===== src/rtl/t_seq_packer.sv =====
// t_seq_packer: packs a serial stream of 2-bit nucleotides into 18-bit T words
// for the SRAM controller's T-load port. A word carries 7 bases, a valid bit and
// a last-count. Bases beyond the SRAM word capacity are drained and flagged.
module t_seq_packer #(
  parameter int T_PER_WORD = 7,
  parameter int MAX_WORDS  = 1024,
  parameter int WCNT_W     = 10
) (
  input  logic        clk,
  input  logic        rst,
  input  logic        i_start,
  input  logic        i_sram_busy,
  input  logic        i_base_valid,
  input  logic [1:0]  i_base,
  input  logic        i_base_last,
  output logic        o_base_ready,
  output logic        o_start_read_t,
  output logic [17:0] o_t,
  output logic        o_done,
  output logic        o_overflow,
  output logic        o_busy
);

  localparam int DATA_W = 2 * T_PER_WORD;

  localparam logic [2:0] S_IDLE    = 3'd0;
  localparam logic [2:0] S_START   = 3'd1;
  localparam logic [2:0] S_COLLECT = 3'd2;
  localparam logic [2:0] S_DRAIN   = 3'd3;
  localparam logic [2:0] S_DONE    = 3'd4;

  logic [2:0]        state;
  logic [DATA_W-1:0] buf_q;
  logic [DATA_W-1:0] buf_ins;
  logic [2:0]        cnt;
  logic [2:0]        cnt_inc;
  logic [WCNT_W-1:0] wcnt;
  logic              accept;
  logic              word_full;
  logic              last_wcnt;

  assign o_base_ready = (state == S_COLLECT) || (state == S_DRAIN);
  assign o_busy       = (state != S_IDLE);
  assign accept       = i_base_valid && o_base_ready;
  assign cnt_inc      = cnt + 3'd1;
  assign word_full    = (cnt_inc == 3'(T_PER_WORD));
  assign last_wcnt    = (wcnt == WCNT_W'(MAX_WORDS - 1));

  // Buffer contents with the incoming base dropped into slot cnt
  always_comb begin
    buf_ins = buf_q;
    for (int k = 0; k < T_PER_WORD; k++) begin
      if (cnt == 3'(k)) buf_ins[2*k +: 2] = i_base;
    end
  end

  // Sequencing, packing and registered output strobes
  always_ff @(posedge clk or posedge rst) begin
    if (rst) begin
      state          <= S_IDLE;
      buf_q          <= '0;
      cnt            <= '0;
      wcnt           <= '0;
      o_start_read_t <= 1'b0;
      o_t            <= '0;
      o_done         <= 1'b0;
      o_overflow     <= 1'b0;
    end else begin
      o_start_read_t <= 1'b0;
      o_t            <= '0;
      o_done         <= 1'b0;
      case (state)
        S_IDLE: begin
          if (i_start && !i_sram_busy) begin
            state      <= S_START;
            o_overflow <= 1'b0;
            wcnt       <= '0;
            buf_q      <= '0;
            cnt        <= '0;
          end
        end
        S_START: begin
          o_start_read_t <= 1'b1;
          state          <= S_COLLECT;
        end
        S_COLLECT: begin
          if (accept) begin
            if (word_full || i_base_last) begin
              o_t   <= {1'b1, (i_base_last ? cnt_inc : 3'd0), buf_ins};
              buf_q <= '0;
              cnt   <= '0;
              wcnt  <= wcnt + 1'b1;
              if (i_base_last) begin
                state <= S_DONE;
              end else if (last_wcnt) begin
                state      <= S_DRAIN;
                o_overflow <= 1'b1;
              end
            end else begin
              buf_q <= buf_ins;
              cnt   <= cnt_inc;
            end
          end
        end
        S_DRAIN: begin
          if (accept && i_base_last) state <= S_DONE;
        end
        S_DONE: begin
          o_done <= 1'b1;
          state  <= S_IDLE;
        end
        default: state <= S_IDLE;
      endcase
    end
  end

endmodule


===== config.mk =====
export PLATFORM = sky130hd
export DESIGN_NAME = t_seq_packer
export DESIGN_NICKNAME = d
export VERILOG_FILES = /design/src/rtl/t_seq_packer.sv
export SDC_FILE = /design/constraint.sdc
export NUM_CORES = 1
export LEC_CHECK = 0
export CAP_MARGIN = 20
export CORE_MARGIN = 5
export CORE_UTILIZATION = 37
export DETAILED_ROUTE_END_ITERATION = 16
export GPL_TIMING_DRIVEN = 0
export PLACE_DENSITY = 0.64
export SLEW_MARGIN = 10
export SYNTH_ARGS = -nofsm -noshare
export SYNTH_HDL_FRONTEND = slang
export SYNTH_SLANG_ARGS = --single-unit
export TNS_END_PERCENT = 30

===== constraint.sdc =====
create_clock -name clk -period 2 [get_ports clk]
set_input_delay 0.4 -clock clk [delete_from_list [all_inputs] [get_ports clk]]
set_output_delay 0.4 -clock clk [all_outputs]
set_load 0.02 [all_outputs]

==> metrics.txt <==
# TYPE chip_impl_metric gauge
chip_impl_info{name="status",value="finished, violations left"} 1
chip_impl_info{name="violations",value="negative setup slack"} 1
chip_impl_metric{name="maxCapViolCount",unit=""} 0
chip_impl_info{name="synth_top_cells_by_area",value="sky130_fd_sc_hd__dfrtp_1 56%, sky130_fd_sc_hd__mux2i_1 4.8%, sky130_fd_sc_hd__ha_1 3.8%, sky130_fd_sc_hd__a32o_1 3.5%, sky130_fd_sc_hd__nand2_1 3.3%"} 1
chip_impl_metric{name="vias",unit=""} 1709
chip_impl_metric{name="metal3_wl",unit="µm"} 126
chip_impl_metric{name="post_route_utilization",unit="%"} 49.1
chip_impl_metric{name="avgViaCountPerCell",unit=""} 5.23
chip_impl_info{name="root_buffer",value="sky130_fd_sc_hd__clkbuf_8"} 1
chip_impl_metric{name="ant_nets",unit=""} 0
chip_impl_info{name="worst_hold_path_type",value="in -> async"} 1
chip_impl_info{name="rsz_0062_raised_after_global_routing",value="true"} 1
chip_impl_info{name="cts_tree",value="built"} 1
chip_impl_metric{name="synth_async_reset_ratio",unit="%"} 100
chip_impl_metric{name="syn_inst",unit=""} 210
chip_impl_metric{name="drt-wirelength-per-cell",unit="µm"} 15.3
chip_impl_metric{name="comb_power_share",unit="%"} 33.9
chip_impl_metric{name="crit_arrival",unit="ns"} 2.26
chip_impl_metric{name="design.portCount",unit=""} 31
chip_impl_metric{name="final_layout_size_suffix_gt1_share",unit="%"} 13.5
chip_impl_metric{name="power.share.sequential",unit="%"} 42.8
chip_impl_info{name="reg2reg_from",value="cnt[0]"} 1
chip_impl_metric{name="clk_latency",unit="ns"} 0.29
chip_impl_metric{name="placed_cell_area",unit="µm²"} 2730
chip_impl_metric{name="instances_no_fill",unit=""} 327
chip_impl_info{name="cells_along_the_critical_path",value="ha_4 > ha_4 > and2b_2 > or3b_1 > buf_6 > o22ai_2 > a32o_1"} 1
chip_impl_metric{name="finalInstanceArea",unit="µm²"} 2940
chip_impl_metric{name="syn_area",unit="µm²"} 2300
chip_impl_metric{name="io_buffer_count",unit=""} 30
chip_impl_metric{name="finalHoldViolCount",unit=""} 0
chip_impl_metric{name="setup.reg_to_reg.worst_slack",unit="ns"} -0.03
chip_impl_info{name="path_delay_family",value="simple AND/OR/NAND/NOR gates"} 1
chip_impl_metric{name="report.final.slew_viol_count",unit=""} 0
chip_impl_metric{name="dp_hpwl",unit="mm"} 3.41
chip_impl_metric{name="final_min_period_over_clock_period",unit="%"} 101
chip_impl_metric{name="die-width",unit="µm"} 88.8
chip_impl_metric{name="leakage",unit="nW"} 1.29
chip_impl_metric{name="core",unit="µm²"} 5990
chip_impl_metric{name="groute.usage.overall",unit="%"} 14.0
chip_impl_metric{name="maximum_resistive_drop_on_vdd",unit="mV"} 0.467
chip_impl_metric{name="synth_cell_type_count",unit=""} 42
chip_impl_metric{name="power_switching_share",unit="%"} 33.6
chip_impl_metric{name="cell_internal_pwr",unit="mW"} 1.95
chip_impl_info{name="category_of_the_most_critical_setup_path",value="reg -> reg"} 1
chip_impl_metric{name="wirelength",unit="mm"} 4.99
chip_impl_metric{name="post-route-drc-count",unit=""} 0
chip_impl_metric{name="htree_levels",unit=""} 2
chip_impl_metric{name="worst-slew-pin-transition",unit="ns"} 0.526
chip_impl_metric{name="portion_of_synthesized_cell_area_occupied_by_the_leading_cell_type",unit="%"} 55.5
chip_impl_info{name="synth_most_common_cell",value="sky130_fd_sc_hd__dfrtp_1"} 1
chip_impl_info{name="endpoint_kind",value="flop"} 1
chip_impl_metric{name="worst-path-buf-inv",unit=""} 1
chip_impl_metric{name="clock_sinks",unit=""} 51
chip_impl_metric{name="fill_cells",unit=""} 548
chip_impl_metric{name="cellPowerDensity",unit="nW/µm²"} 996
chip_impl_info{name="worst_path_cell_with_the_longest_stage_delay",value="sky130_fd_sc_hd__dfrtp_2"} 1
chip_impl_metric{name="flow.area_growth_from_synthesis",unit="%"} 27.9
chip_impl_metric{name="worst_slew_margin_rel",unit="%"} 64.8
chip_impl_info{name="highest-signal-layer",value="met4"} 1
chip_impl_metric{name="netSwitchingPower",unit="µW"} 983
chip_impl_metric{name="clk_pin_slew_worst_paths",unit="ns"} 0.09
chip_impl_metric{name="reg2reg_depth",unit=""} 7
chip_impl_metric{name="placed_cells_incl_taps",unit=""} 316
chip_impl_metric{name="synth-edff-count",unit=""} 0
chip_impl_metric{name="worstPathMaxFanout",unit=""} 10
chip_impl_metric{name="fp-row-count",unit=""} 28
chip_impl_metric{name="grt_pass1_wl",unit="mm"} 8.54
chip_impl_metric{name="cts_buffers",unit=""} 5
chip_impl_info{name="timing.critical_path.from_type",value="flop"} 1
chip_impl_metric{name="gr_overflow_total",unit=""} 0
chip_impl_metric{name="worstPathRequired",unit="ns"} 2.23
chip_impl_metric{name="die-height",unit="µm"} 88.8
chip_impl_info{name="yosys.area.top_type",value="sky130_fd_sc_hd__dfrtp_1"} 1
chip_impl_metric{name="detailedRoute.firstIterationViolations",unit=""} 113
chip_impl_metric{name="dr_wl_met2",unit="mm"} 2.39
chip_impl_info{name="crit_path_frequent_cell",value="sky130_fd_sc_hd__ha_4"} 1
chip_impl_metric{name="report.final.setup_viol",unit=""} 8
chip_impl_metric{name="antenna_found_initial",unit=""} 0
chip_impl_metric{name="finalWorstPathRequiredPeriod",unit="ns"} 2.03
chip_impl_metric{name="synth_seq_cells",unit=""} 51
chip_impl_metric{name="die-area",unit="µm²"} 7890
chip_impl_metric{name="syn-num-nets",unit=""} 225
chip_impl_metric{name="max_freq",unit="GHz"} 0.494
chip_impl_metric{name="syn_area_per_cell",unit="µm²"} 10.9
chip_impl_metric{name="final_net_count",unit=""} 267
chip_impl_metric{name="grt_max_degree",unit=""} 38
chip_impl_metric{name="detail_route.wirelength.met1",unit="mm"} 2.42
chip_impl_metric{name="drt_first_pass_iters",unit=""} 4
chip_impl_metric{name="diodes",unit=""} 0
chip_impl_info{name="top_cell_types_by_occurrence_after_synthesis",value="51 x sky130_fd_sc_hd__dfrtp_1, 20 x sky130_fd_sc_hd__nand2_1, 18 x sky130_fd_sc_hd__nor2_1"} 1
chip_impl_metric{name="ys_warn_count",unit=""} 0
chip_impl_metric{name="grt_pass1_vias",unit=""} 1758
chip_impl_metric{name="critPathMaxStageDelay",unit="ns"} 0.45
chip_impl_metric{name="worst_slack",unit="ns"} -0.0250
chip_impl_metric{name="seq_area_frac_synth",unit="%"} 55.5
chip_impl_info{name="synthFlopType",value="sky130_fd_sc_hd__dfrtp_1"} 1
chip_impl_metric{name="clock_skew",unit="ns"} 0.00445
chip_impl_metric{name="clock_path_buffers",unit=""} 2
chip_impl_metric{name="clock_share_of_power",unit="%"} 23.3
chip_impl_metric{name="gp_congestion",unit=""} 0.817
chip_impl_metric{name="initial_core_utilization",unit="%"} 38.4
chip_impl_info{name="worstReg2RegEnd",value="buf_q[7]"} 1
metal layers:
layer	up-vias	track usage (%)
met5	-	0
met4	0	4.67
met3	5	2.61
met2	27	22.1
met1	837	19.3
li1	840	-
power by group through the flow:
stage	registers, mW	logic [mW]	clock network [mW]
3_3_place_gp	1.26	0.873	0
2_1_floorplan	1.27	0.593	0
6_report	1.25	0.992	0.683
5_1_grt	1.27	1.10	0.750
4_1_cts	1.26	0.958	0.705
3_5_place_dp	1.26	0.891	0
cell type report:
| type | count | area [µm²] | share of cell area [%] |
|---|---|---|---|
| Clock buffer | 6 | 72.6 | 2.47 |
| Clock inverter | 1 | 30.0 | 1.02 |
| Timing Repair Buffer | 35 | 348 | 11.8 |
| Sequential cell | 51 | 1280 | 43.4 |
| Multi-Input combinational cell | 139 | 997 | 33.9 |
| Buffer | 11 | 87.6 | 2.98 |
| Tap cell | 75 | 93.8 | 3.19 |
| Inverter | 9 | 33.8 | 1.15 |
per-stage QoR:
stage                     hold WS, ns  worst slack, ns  TNS [ns]  power, mW
after floorplan                 0.446           0.0478         0       1.86
after global placement          0.463           -0.654    -37.90       2.13
after detailed placement        0.472           -0.326     -5.30       2.16
after CTS                       0.413          -0.0555    -0.345       2.92
after global routing            0.432           -0.102    -0.985       3.12
final                           0.397          -0.0250   -0.0901       2.93
cell families after synthesis:
family          after synthesis  share of synthesized area, %
xor+xnor                      2                         0.762
flops                        51                          55.5
fa+ha+maj                     7                          3.81
compound gates               48                          15.4
buf+inv                      20                          4.03
simple gates                 71                          15.7
mux                          11                          4.79
worst max path at each step:
stage / cells past startpoint / end / from / slack (ns)
after floorplan: 7 / buf_q[0] / cnt[1] / 0.05
final: 7 / buf_q[7] / cnt[0] / -0.03
after global routing: 7 / buf_q[4] / cnt[0] / -0.10
after detailed placement: 7 / buf_q[12] / i_base_valid / -0.33
after CTS: 7 / wcnt[5] / cnt[0] / -0.06
after global placement: 2 / state[1] / rst / -0.65
registers in the layout, summed over array words and instances (netlist names):
register        cells
o_done              1
o_t                18
state               3
o_start_read_t      1
buf_q              14
o_overflow          1
wcnt               10
cnt                 3
timing repair:
action,CTS,global route
cloned,0,0
hold buffers,0,0
buffers inserted,1,3
resized for setup,19,5
pin swaps,1,1
endpoints found under the setup margin,31,32
placed cells by master (no fill, tap or decap), types with 3 or more instances in the layout:
cell type                          n
sky130_fd_sc_hd__mux2i_1          11
sky130_fd_sc_hd__nand2_1          20
sky130_fd_sc_hd__a21oi_1           6
sky130_fd_sc_hd__buf_6             5
sky130_fd_sc_hd__and3_1            3
sky130_fd_sc_hd__clkbuf_1          4
sky130_fd_sc_hd__nor2b_1           3
sky130_fd_sc_hd__or4_1             3
sky130_fd_sc_hd__a32o_1            8
sky130_fd_sc_hd__inv_1             7
sky130_fd_sc_hd__clkdlybuf4s50_1  28
sky130_fd_sc_hd__ha_1              5
sky130_fd_sc_hd__clkbuf_8          5
sky130_fd_sc_hd__o31ai_1           6
sky130_fd_sc_hd__buf_4             6
sky130_fd_sc_hd__nor2_1           18
sky130_fd_sc_hd__o22ai_2           3
sky130_fd_sc_hd__o211ai_1          3
sky130_fd_sc_hd__dfrtp_1          50
sky130_fd_sc_hd__o21ai_0           7
sky130_fd_sc_hd__nand3_1          10
No activity file was read; power rests on OpenSTA's default activity.
